File: src/rtl/blink_pkg.sv
// Shared types and timing helpers for the blink-code receiver.
// Thresholds are derived from the nominal dot length UNIT.
package blink_pkg;

    typedef enum logic [1:0] {
        IDLE  = 2'd0,
        MARK  = 2'd1,
        SPACE = 2'd2
    } state_t;

    function automatic int dash_min(input int unit);
        return 2 * unit;
    endfunction

    function automatic int char_gap(input int unit);
        return 2 * unit;
    endfunction

    // Marks this short or shorter are treated as noise; never below one sample.
    function automatic int glitch_max(input int unit);
        int g;
        g = unit / 2 - 1;
        if (g < 1) begin
            g = 1;
        end
        return g;
    endfunction

    function automatic int len_w(input int max_syms);
        return $clog2(max_syms + 1);
    endfunction

endpackage

File: src/rtl/sync_2ff.sv
// Single-bit two-flop synchroniser for asynchronous pins, cleared by a
// synchronous active-low reset.
module sync_2ff (
    input  logic clk,
    input  logic rst_n,
    input  logic d,
    output logic q
);

    logic meta_r;

    // Two-stage capture of the asynchronous input.
    always_ff @(posedge clk) begin
        if (!rst_n) begin
            meta_r <= 1'b0;
            q      <= 1'b0;
        end else begin
            meta_r <= d;
            q      <= meta_r;
        end
    end

endmodule

File: src/rtl/blink_decoder.sv
// Blink-code receiver: measures mark/space run lengths on a synchronised pin,
// classifies dots and dashes and emits one strobe per completed character.
module blink_decoder
    import blink_pkg::*;
#(
    parameter int UNIT     = 4,
    parameter int MAX_SYMS = 8,
    parameter int CNT_W    = 8
) (
    input  logic                            CLK,
    input  logic                            RST_N,
    input  logic                            PIN,
    output logic [MAX_SYMS-1:0]             CODE,
    output logic [len_w(MAX_SYMS)-1:0]      LEN,
    output logic                            VALID,
    output logic                            OVF,
    output logic                            BUSY,
    output logic                            LED
);

    localparam int LEN_W = len_w(MAX_SYMS);

    localparam logic [CNT_W-1:0]    CNT_ZERO   = {CNT_W{1'b0}};
    localparam logic [CNT_W-1:0]    CNT_ONE    = CNT_W'(1);
    localparam logic [CNT_W-1:0]    CNT_MAX    = {CNT_W{1'b1}};
    localparam logic [CNT_W-1:0]    DASH_MIN   = CNT_W'(dash_min(UNIT));
    localparam logic [CNT_W-1:0]    GAP_LAST   = CNT_W'(char_gap(UNIT) - 1);
    localparam logic [CNT_W-1:0]    GLITCH_MAX = CNT_W'(glitch_max(UNIT));
    localparam logic [LEN_W-1:0]    N_ZERO     = {LEN_W{1'b0}};
    localparam logic [LEN_W-1:0]    N_ONE      = LEN_W'(1);
    localparam logic [LEN_W-1:0]    N_MAX      = LEN_W'(MAX_SYMS);
    localparam logic [MAX_SYMS-1:0] BUF_ZERO   = {MAX_SYMS{1'b0}};

    logic                s_pin;
    state_t              state_r, state_n;
    logic [CNT_W-1:0]    cnt_r, cnt_n;
    logic [MAX_SYMS-1:0] buf_r, buf_n;
    logic [LEN_W-1:0]    nelem_r, nelem_n;
    logic                ovf_acc_r, ovf_n;
    logic                emit_s;
    logic                is_dash_s;

    sync_2ff u_sync (
        .clk   (CLK),
        .rst_n (RST_N),
        .d     (PIN),
        .q     (s_pin)
    );

    assign LED       = s_pin;
    assign is_dash_s = (cnt_r >= DASH_MIN);

    // Run-length state machine: next state, counter and element buffer.
    always_comb begin
        state_n = state_r;
        cnt_n   = cnt_r;
        buf_n   = buf_r;
        nelem_n = nelem_r;
        ovf_n   = ovf_acc_r;
        emit_s  = 1'b0;
        case (state_r)
            IDLE: begin
                if (s_pin) begin
                    state_n = MARK;
                    cnt_n   = CNT_ONE;
                end else begin
                    state_n = IDLE;
                end
            end
            MARK: begin
                if (s_pin) begin
                    if (cnt_r != CNT_MAX) begin
                        cnt_n = cnt_r + CNT_ONE;
                    end else begin
                        cnt_n = cnt_r;
                    end
                end else if (cnt_r <= GLITCH_MAX) begin
                    // Noise pulse: drop it, but keep an open character alive.
                    if (nelem_r == N_ZERO) begin
                        state_n = IDLE;
                        cnt_n   = CNT_ZERO;
                    end else begin
                        state_n = SPACE;
                        cnt_n   = CNT_ONE;
                    end
                end else begin
                    if (nelem_r < N_MAX) begin
                        for (int i = 0; i < MAX_SYMS; i++) begin
                            if (nelem_r == LEN_W'(i)) begin
                                buf_n[i] = is_dash_s;
                            end else begin
                                buf_n[i] = buf_r[i];
                            end
                        end
                        nelem_n = nelem_r + N_ONE;
                    end else begin
                        ovf_n = 1'b1;
                    end
                    state_n = SPACE;
                    cnt_n   = CNT_ONE;
                end
            end
            SPACE: begin
                if (s_pin) begin
                    state_n = MARK;
                    cnt_n   = CNT_ONE;
                end else if (cnt_r >= GAP_LAST) begin
                    emit_s  = 1'b1;
                    state_n = IDLE;
                    cnt_n   = CNT_ZERO;
                    buf_n   = BUF_ZERO;
                    nelem_n = N_ZERO;
                    ovf_n   = 1'b0;
                end else begin
                    cnt_n = cnt_r + CNT_ONE;
                end
            end
            default: begin
                state_n = IDLE;
                cnt_n   = CNT_ZERO;
                buf_n   = BUF_ZERO;
                nelem_n = N_ZERO;
                ovf_n   = 1'b0;
            end
        endcase
    end

    // State, accumulator and registered character outputs.
    always_ff @(posedge CLK) begin
        if (!RST_N) begin
            state_r   <= IDLE;
            cnt_r     <= CNT_ZERO;
            buf_r     <= BUF_ZERO;
            nelem_r   <= N_ZERO;
            ovf_acc_r <= 1'b0;
            CODE      <= BUF_ZERO;
            LEN       <= N_ZERO;
            OVF       <= 1'b0;
            VALID     <= 1'b0;
            BUSY      <= 1'b0;
        end else begin
            state_r   <= state_n;
            cnt_r     <= cnt_n;
            buf_r     <= buf_n;
            nelem_r   <= nelem_n;
            ovf_acc_r <= ovf_n;
            VALID     <= emit_s;
            BUSY      <= (state_n != IDLE);
            if (emit_s) begin
                CODE <= buf_r;
                LEN  <= nelem_r;
                OVF  <= ovf_acc_r;
            end
        end
    end

endmodule

File: config.mk
export PLATFORM = sky130hd
export DESIGN_NAME = blink_decoder
export DESIGN_NICKNAME = d
export VERILOG_FILES = /design/src/rtl/blink_pkg.sv /design/src/rtl/sync_2ff.sv /design/src/rtl/blink_decoder.sv
export SDC_FILE = /design/constraint.sdc
export NUM_CORES = 1
export LEC_CHECK = 0
export CAP_MARGIN = 5
export CORE_ASPECT_RATIO = 0.6
export CORE_MARGIN = 2
export CORE_UTILIZATION = 50
export CTS_CLUSTER_SIZE = 16
export DETAILED_ROUTE_END_ITERATION = 10
export PLACE_DENSITY = 0.71
export SLEW_MARGIN = 20
export SYNTH_ARGS = -nofsm -noshare
export SYNTH_HDL_FRONTEND = slang
export SYNTH_SLANG_ARGS = --single-unit
File: constraint.sdc
create_clock -name CLK -period 3.5 [get_ports CLK]
set_input_delay 0.7 -clock CLK [delete_from_list [all_inputs] [get_ports CLK]]
set_output_delay 0.7 -clock CLK [all_outputs]
set_load 0.05 [all_outputs]
==> results of run 1 <==
## worst paths after layout
path                                          startpoint               endpoint  slack, ns  depth (start not counted)
worst min register to register  u_sync.meta_r$_SDFF_PN0_    u_sync.q$_SDFF_PN0_       0.44                          1
worst max register to register       u_sync.q$_SDFF_PN0_  cnt_r[5]$_SDFFE_PN0P_       1.16                          5
worst max-delay path                 u_sync.q$_SDFF_PN0_                    LED       0.95                          1
worst min-delay path            u_sync.meta_r$_SDFF_PN0_    u_sync.q$_SDFF_PN0_       0.44                          1
## state kept, by name, summed over array words and instances (netlist names), 2 cells and up
register / cells
cnt_r: 8
buf_r: 8
nelem_r: 4
CODE: 8
LEN: 4
state_r: 2
## metrics by stage
| step | worst slack [ns] | utilization [%] | instance area, sq um | hold slack (ns) | total power, W |
|---|---|---|---|---|---|
| 2_1_floorplan | 1.46 | - | 1990 | 0.412 | 0.000505 |
| 3_3_place_gp | 1.12 | 57.8 | 2160 | 0.415 | 0.000517 |
| 4_1_cts | 0.974 | 61.2 | 2290 | 0.434 | 0.000949 |
| 5_1_grt | 0.887 | 61.2 | 2290 | 0.455 | 0.000979 |
| 3_5_place_dp | 1.10 | 57.8 | 2160 | 0.417 | 0.000517 |
| 6_report | 0.947 | 61.2 | 2290 | 0.435 | 0.000947 |
## cell type report
class | count | area [sq um] | area share, %
multi-input combinational | 183 | 1090 | 47.5
sequential | 40 | 801 | 34.9
timing repair buffer | 19 | 188 | 8.19
clock buffer | 5 | 68.8 | 3.00
clock inverter | 2 | 60.1 | 2.62
tap | 47 | 58.8 | 2.57
inverter | 7 | 26.3 | 1.15
## per-layer routing
| metal | part of all wire (%) | up-vias | track usage [%] |
|---|---|---|---|
| met4 | 0.66 | 0 | 6.35 |
| li1 | - | 898 | - |
| met3 | 6.8 | 2 | 7.18 |
| met2 | 38 | 54 | 24.7 |
| met5 | 0 | - | 0 |
| met1 | 55 | 798 | 33.5 |
## cells in the mapped netlist, types with 5 or more instances
cell / number / share of area [%]
sky130_fd_sc_hd__dfxtp_1: 40 / 40
sky130_fd_sc_hd__nand2_1: 40 / 7.5
sky130_fd_sc_hd__a21oi_1: 32 / 8.0
sky130_fd_sc_hd__clkbuf_1: 12 / 2.3
sky130_fd_sc_hd__nor2_1: 12 / 2.3
sky130_fd_sc_hd__nand3_1: 11 / 2.8
sky130_fd_sc_hd__o21ai_0: 10 / 2.5
sky130_fd_sc_hd__ha_1: 8 / 5.0
sky130_fd_sc_hd__inv_1: 7 / 1.3
sky130_fd_sc_hd__o31ai_1: 7 / 2.6
sky130_fd_sc_hd__o211ai_1: 6 / 2.3
sky130_fd_sc_hd__nor2b_1: 5 / 1.6
sky130_fd_sc_hd__or3_1: 5 / 1.6
## power groups by stage
stage | combinational (W) | sequential, W | clock (W)
after floorplan | 0.0000314 | 0.000474 | 0
after global placement | 0.0000435 | 0.000474 | 0
after detailed placement | 0.0000435 | 0.000474 | 0
after CTS | 0.0000439 | 0.000463 | 0.000442
after global routing | 0.0000493 | 0.000464 | 0.000466
final | 0.0000439 | 0.000463 | 0.000440
## cell usage in the layout (no fill, tap or decap), drive strengths merged, types with 2 or more instances in the layout
cell type / netlist / routed
or3: 5 / 5
clkdlybuf4s50: 0 / 18
nor2: 12 / 12
inv: 7 / 7
a21oi: 32 / 32
dfxtp: 40 / 40
or3b: 2 / 2
nand2b: 4 / 4
bufinv: 0 / 2
a41oi: 2 / 2
o31ai: 7 / 7
nor3: 4 / 4
o21bai: 2 / 2
ha: 8 / 8
nand4: 3 / 3
mux2i: 3 / 3
nand3: 11 / 11
o211ai: 6 / 6
o21ai: 10 / 10
o31a: 2 / 2
nor3b: 2 / 2
and2: 5 / 5
nand2: 40 / 40
nor2b: 5 / 5
o22a: 2 / 2
clkbuf: 12 / 5
## kinds of logic (layout without fill, tap and decap cells)
| logic type | Yosys count | count (layout) | synth area share, % |
|---|---|---|---|
| flip-flops | 40 | 40 | 40.2 |
| AO/OA/AOI/OAI | 74 | 74 | 23.7 |
| buffers and inverters | 22 | 33 | 5.09 |
| multiplexers | 3 | 3 | 1.51 |
| AND/OR/NAND/NOR | 98 | 98 | 24.5 |
| adder cells (fa/ha/maj) | 8 | 8 | 5.03 |
==> run_results.csv, run 1 <==
group,metric,value,unit
run_status,run_status,"complete, no violations",
clocking,cts_max_path_buffers,2,
routing,detailroute.via_count,1752,
setup_path,worstPathBufferInverterCount,1,
setup_path,crit_arrival,1.85,ns
timing,setup-violations-final,0,
routing,drt_wl_total,4.37,mm
power_and_ir_drop,p_sw,0.000192,W
routing,iteration_0_drc_markers,152,
setup_path,critical_path.top_delay_family,"buffers and inverters",
setup_path,critPathSlowestCell,"sky130_fd_sc_hd__clkdlybuf4s50_1",
floorplanning,floorplan.die_area,0.00452,sq mm
finish,drive_above_1_share,4.69,%
routing,number_of_design_rule_violations_left_after_detail_routing,0,
timing,unrepaired_setup_endpoints_after_global_routing,"false",
logic_synthesis,netlist_area,0.00199,sq mm
clocking,clk_transition_reported_paths,0.07,ns
power_and_ir_drop,swShare,20.3,%
global_route,grt_start_max_net_pins,24,
power_and_ir_drop,power.share.sequential,48.9,%
clocking,cts_tree,"built",
power_and_ir_drop,p_comb_share,4.6,%
finish,flow.area_growth_from_synthesis,15.1,%
finish,n_antenna_cell,0,
timing,final.setup_skew,0.00526,ns
timing,fin_crit_sh,72.9,%
min_path,worstHoldPathType,"flop to flop",
logic_synthesis,postSynthCellCount,245,
timing,max_freq,392,MHz
routing,drt-pass1-iter-count,4,
run,maxCapViolations,0,
logic_synthesis,ys_types,45,
power_and_ir_drop,intPower,0.000754,W
routing,detail_route.wl_per_cell,14.4,um
logic_synthesis,synth_ff_type,"sky130_fd_sc_hd__dfxtp_1",
power_and_ir_drop,ir_drop,0.000270,V
routing,route.detailed.vias_per_inst,5.78,
logic_synthesis,postSynth.asyncResetShare,0,%
timing,report.final.hold_viol_count,0,
power_and_ir_drop,power-per-cell-area,413,mW/mm^2
floorplanning,core_area,0.00374,sq mm
setup_path,cpPeakStageDelay,0.92,ns
setup_path,critPathKind,"flop to output port",
finish,final_net_count,267,
clocking,total_cts_buffers,5,
placement,post_placement_cell_count,296,
floorplanning,pin_count,19,
setup_path,critPathLaunchType,"flop",
logic_synthesis,synth-seq-area-share,40.2,%
clocking,numClockSinks,40,
finish,fillerInstances,331,
floorplanning,rows,17,
clocking,cts-hold-fix-buffers,0,
global_route,antenna_found_initial,0,
global_route,globalRouteTotalUtil,21.0,%
placement,placer_congestion_estimate,0.918,
finish,number_of_standard_cells_in_the_layout_taps_in_and_fillers_out,303,
routing,antenna_left,0,
timing,fin_tns_setup,0,ns
timing,timing.max_slew.rel_slack,27.0,%
setup_path,critical_path.cell_chain,"clkdlybuf4s50_1",
floorplanning,die_span_in_y,52.9,um
logic_synthesis,synth_enable_flop_cells,0,
floorplanning,floorplan.initialDensity,53.2,%
clocking,cts_repair_resize_count,0,
clocking,clock_tree.htree_level_count,2,
power_and_ir_drop,power.static_leakage,0.809,nW
logic_synthesis,postSynthRegisterBits,40,
clocking,cts_root_buf,"sky130_fd_sc_hd__clkbuf_8",
clocking,post-cts-setup-buffer-count,0,
power_and_ir_drop,power.clock.fraction,46.4,%
placement,detailedPlacementHpwl,3.12,mm
global_route,first_global_vias,1400,
logic_synthesis,yosysWarnings,0,
setup_path,endpoint_kind,"output port",
timing,final-max-slew-violation-count,0,
timing,final_period_minus_worst_setup_slack,2.55,ns
global_route,globalRouteOverflowTotal,0,
logic_synthesis,mappedNetlistNets,256,
placement,portBuffers,18,
setup_path,worst_path_max_fanout,17,
logic_synthesis,postSynthAreaPerCell,8.13,sq um
floorplanning,die_width,85.5,um
global_route,first_pass_grt_wire_length,7.13,mm
clocking,worst_skew_pair_latency,0.29,ns
timing,tightest_slew,1.09,ns
setup_path,data_required_time_of_the_worst_path,2.80,ns
Power figures use the tool's default switching activity.
==> run 2, diff against run 1 <==
clock period = 2.4 ns   (was 3.5 ns; I/O delays follow)
==> run 2 against run 1 <==
  * Final cell count grew 2.6%
  * Wire length grew 1.9%
  * Non-clock buffer count grew 7
  * Sequential share of layout area shrank 0.53 points
  * Sequential power grew 46%
  * Utilization grew 0.94 points
  * Combinational power grew 56%
  * Register-to-register slack lost 0.90 ns
  * Worst hold slack gained 0.011 ns
  * Total power grew 36%
  * Via count grew 2.9%
  * Critical path type unchanged
==> run_results.csv, run 2 (synthesis gave the netlist of run 1 again) <==
group,metric,value,unit
clocking,worst_skew_pair_latency,0.29,ns
clocking,cts_repair_resize_count,0,
setup_path,critPathKind,"flop to output port",
finish,multiInputGateArea,0.00109,sq mm
global_route,grt_use_met2,27.3,%
routing,detailroute.via_count,1803,
finish,final_util,62.2,%
setup_path,critical_path.top_delay_family,"buffers and inverters",
routing,detail_route.wl_per_cell,14.3,um
setup_path,data_required_time_of_the_worst_path,1.92,ns
finish,highest_count_cells_in_the_layout_ignoring_fill_and_taps,"sky130_fd_sc_hd__dfxtp_1 (40), sky130_fd_sc_hd__nand2_1 (40), sky130_fd_sc_hd__a21oi_1 (32), sky130_fd_sc_hd__clkdlybuf4s50_1 (18), sky130_fd_sc_hd__nor2_1 (12)",
routing,drt-pass1-iter-count,5,
timing,max_freq,432,MHz
routing,iteration_0_drc_markers,141,
timing,fin_crit_sh,96.5,%
setup_path,critPathSlowestCell,"sky130_fd_sc_hd__clkdlybuf4s50_1",
power_and_ir_drop,power-per-cell-area,554,mW/mm^2
global_route,first_pass_grt_wire_length,7.17,mm
clocking,cts_tree,"built",
placement,placer_congestion_estimate,0.881,
timing,tightest_slew,0.702,ns
clocking,post-cts-setup-buffer-count,0,
finish,drive_above_1_share,7.58,%
finish,final_net_count,274,
global_route,globalRouteTotalUtil,20.8,%
global_route,antenna_found_initial,0,
timing,final.setup_skew,0.00391,ns
finish,layout.area.seq,801,sq um
floorplanning,pin_count,19,
finish,top_regs,"CODE (8), buf_r (8), cnt_r (8)",
floorplanning,floorplan.initialDensity,53.2,%
routing,drt_wl_total,4.46,mm
finish,flow.area_growth_from_synthesis,16.8,%
power_and_ir_drop,ir_drop,0.000351,V
setup_path,cpPeakStageDelay,0.90,ns
finish,n_antenna_cell,0,
floorplanning,rows,17,
global_route,use_met1,32.5,%
clocking,numClockSinks,40,
run,maxCapViolations,0,
global_route,grt_start_max_net_pins,18,
global_route,groute.layer.met3.usage,5.62,%
timing,timing.max_slew.rel_slack,52.8,%
routing,route.detailed.vias_per_inst,5.80,
timing,unrepaired_setup_endpoints_after_global_routing,"false",
setup_path,critical_path.cell_chain,"clkdlybuf4s50_1",
clocking,clock_tree.htree_level_count,2,
setup_path,worst_path_max_fanout,17,
timing,report.final.hold_viol_count,0,
setup_path,critPathLaunchType,"flop",
setup_path,endpoint_kind,"output port",
placement,detailedPlacementHpwl,3.18,mm
global_route,globalRouteOverflowTotal,0,
timing,final_period_minus_worst_setup_slack,2.32,ns
min_path,worstHoldPathType,"flop to flop",
floorplanning,core_area,0.00374,sq mm
setup_path,worstPathBufferInverterCount,1,
placement,portBuffers,18,
global_route,globalRoute.busiestLayer,"met1",
floorplanning,floorplan.die_area,0.00452,sq mm
run_status,run_status,"complete, no violations",
setup_path,crit_arrival,1.84,ns
clocking,cts-hold-fix-buffers,0,
finish,fillerInstances,320,
clocking,total_cts_buffers,5,
routing,antenna_left,0,
floorplanning,die_span_in_y,52.9,um
clocking,clk_transition_reported_paths,0.08,ns
routing,number_of_design_rule_violations_left_after_detail_routing,0,
timing,setup-violations-final,0,
power_and_ir_drop,power.static_leakage,0.832,nW
timing,fin_tns_setup,0,ns
clocking,cts_max_path_buffers,2,
floorplanning,die_width,85.5,um
global_route,first_global_vias,1441,
timing,final-max-slew-violation-count,0,
clocking,cts_root_buf,"sky130_fd_sc_hd__clkbuf_8",
run 2: worst paths after layout:
kind                            startpoint               endpoint  slack, ns  cells after the start
setup / recovery       u_sync.q$_SDFF_PN0_                    LED       0.08                      1
hold / removal    u_sync.meta_r$_SDFF_PN0_    u_sync.q$_SDFF_PN0_       0.45                      1
setup reg to reg     cnt_r[3]$_SDFFE_PN0P_  cnt_r[7]$_SDFFE_PN0P_       0.26                      5
hold reg to reg   u_sync.meta_r$_SDFF_PN0_    u_sync.q$_SDFF_PN0_       0.45                      1
run 2: area by class of cell:
cell class / count / area share, %
clock buffer: 5 / 2.96
clock inverter: 3 / 1.83
inverter: 7 / 1.13
multi-input combinational: 183 / 46.8
sequential: 40 / 34.4
tap: 47 / 2.53
timing repair buffer: 26 / 10.3
run 2: through the flow:
stage / power (W) / cells / setup WS (ns) / instance area, sq um / hold slack [ns]
3_5_place_dp: 0.000757 / 303 / 0.308 / 2220 / 0.421
5_1_grt: 0.00133 / 311 / 0.0124 / 2330 / 0.454
3_3_place_gp: 0.000757 / 303 / 0.351 / 2220 / 0.416
4_1_cts: 0.00131 / 311 / 0.0783 / 2330 / 0.440
2_1_floorplan: 0.000737 / 245 / 0.365 / 1990 / 0.412
6_report: 0.00129 / 311 / 0.0844 / 2330 / 0.446
run 2: power by group:
group	leakage, nW	switching, W	internal, W	total, W
clock network	0.0541	0.000238	0.000308	0.000546
registers	0.323	0.00000660	0.000667	0.000674
logic	0.455	0.0000419	0.0000267	0.0000686
total	0.832	0.000287	0.00100	0.00129
run 2: layer usage:
metal  wire length (um)  vias up
met5                  0        -
met1               2240      813
met4                 23        0
met2               1760       74
met3                432        4
li1                   -      912
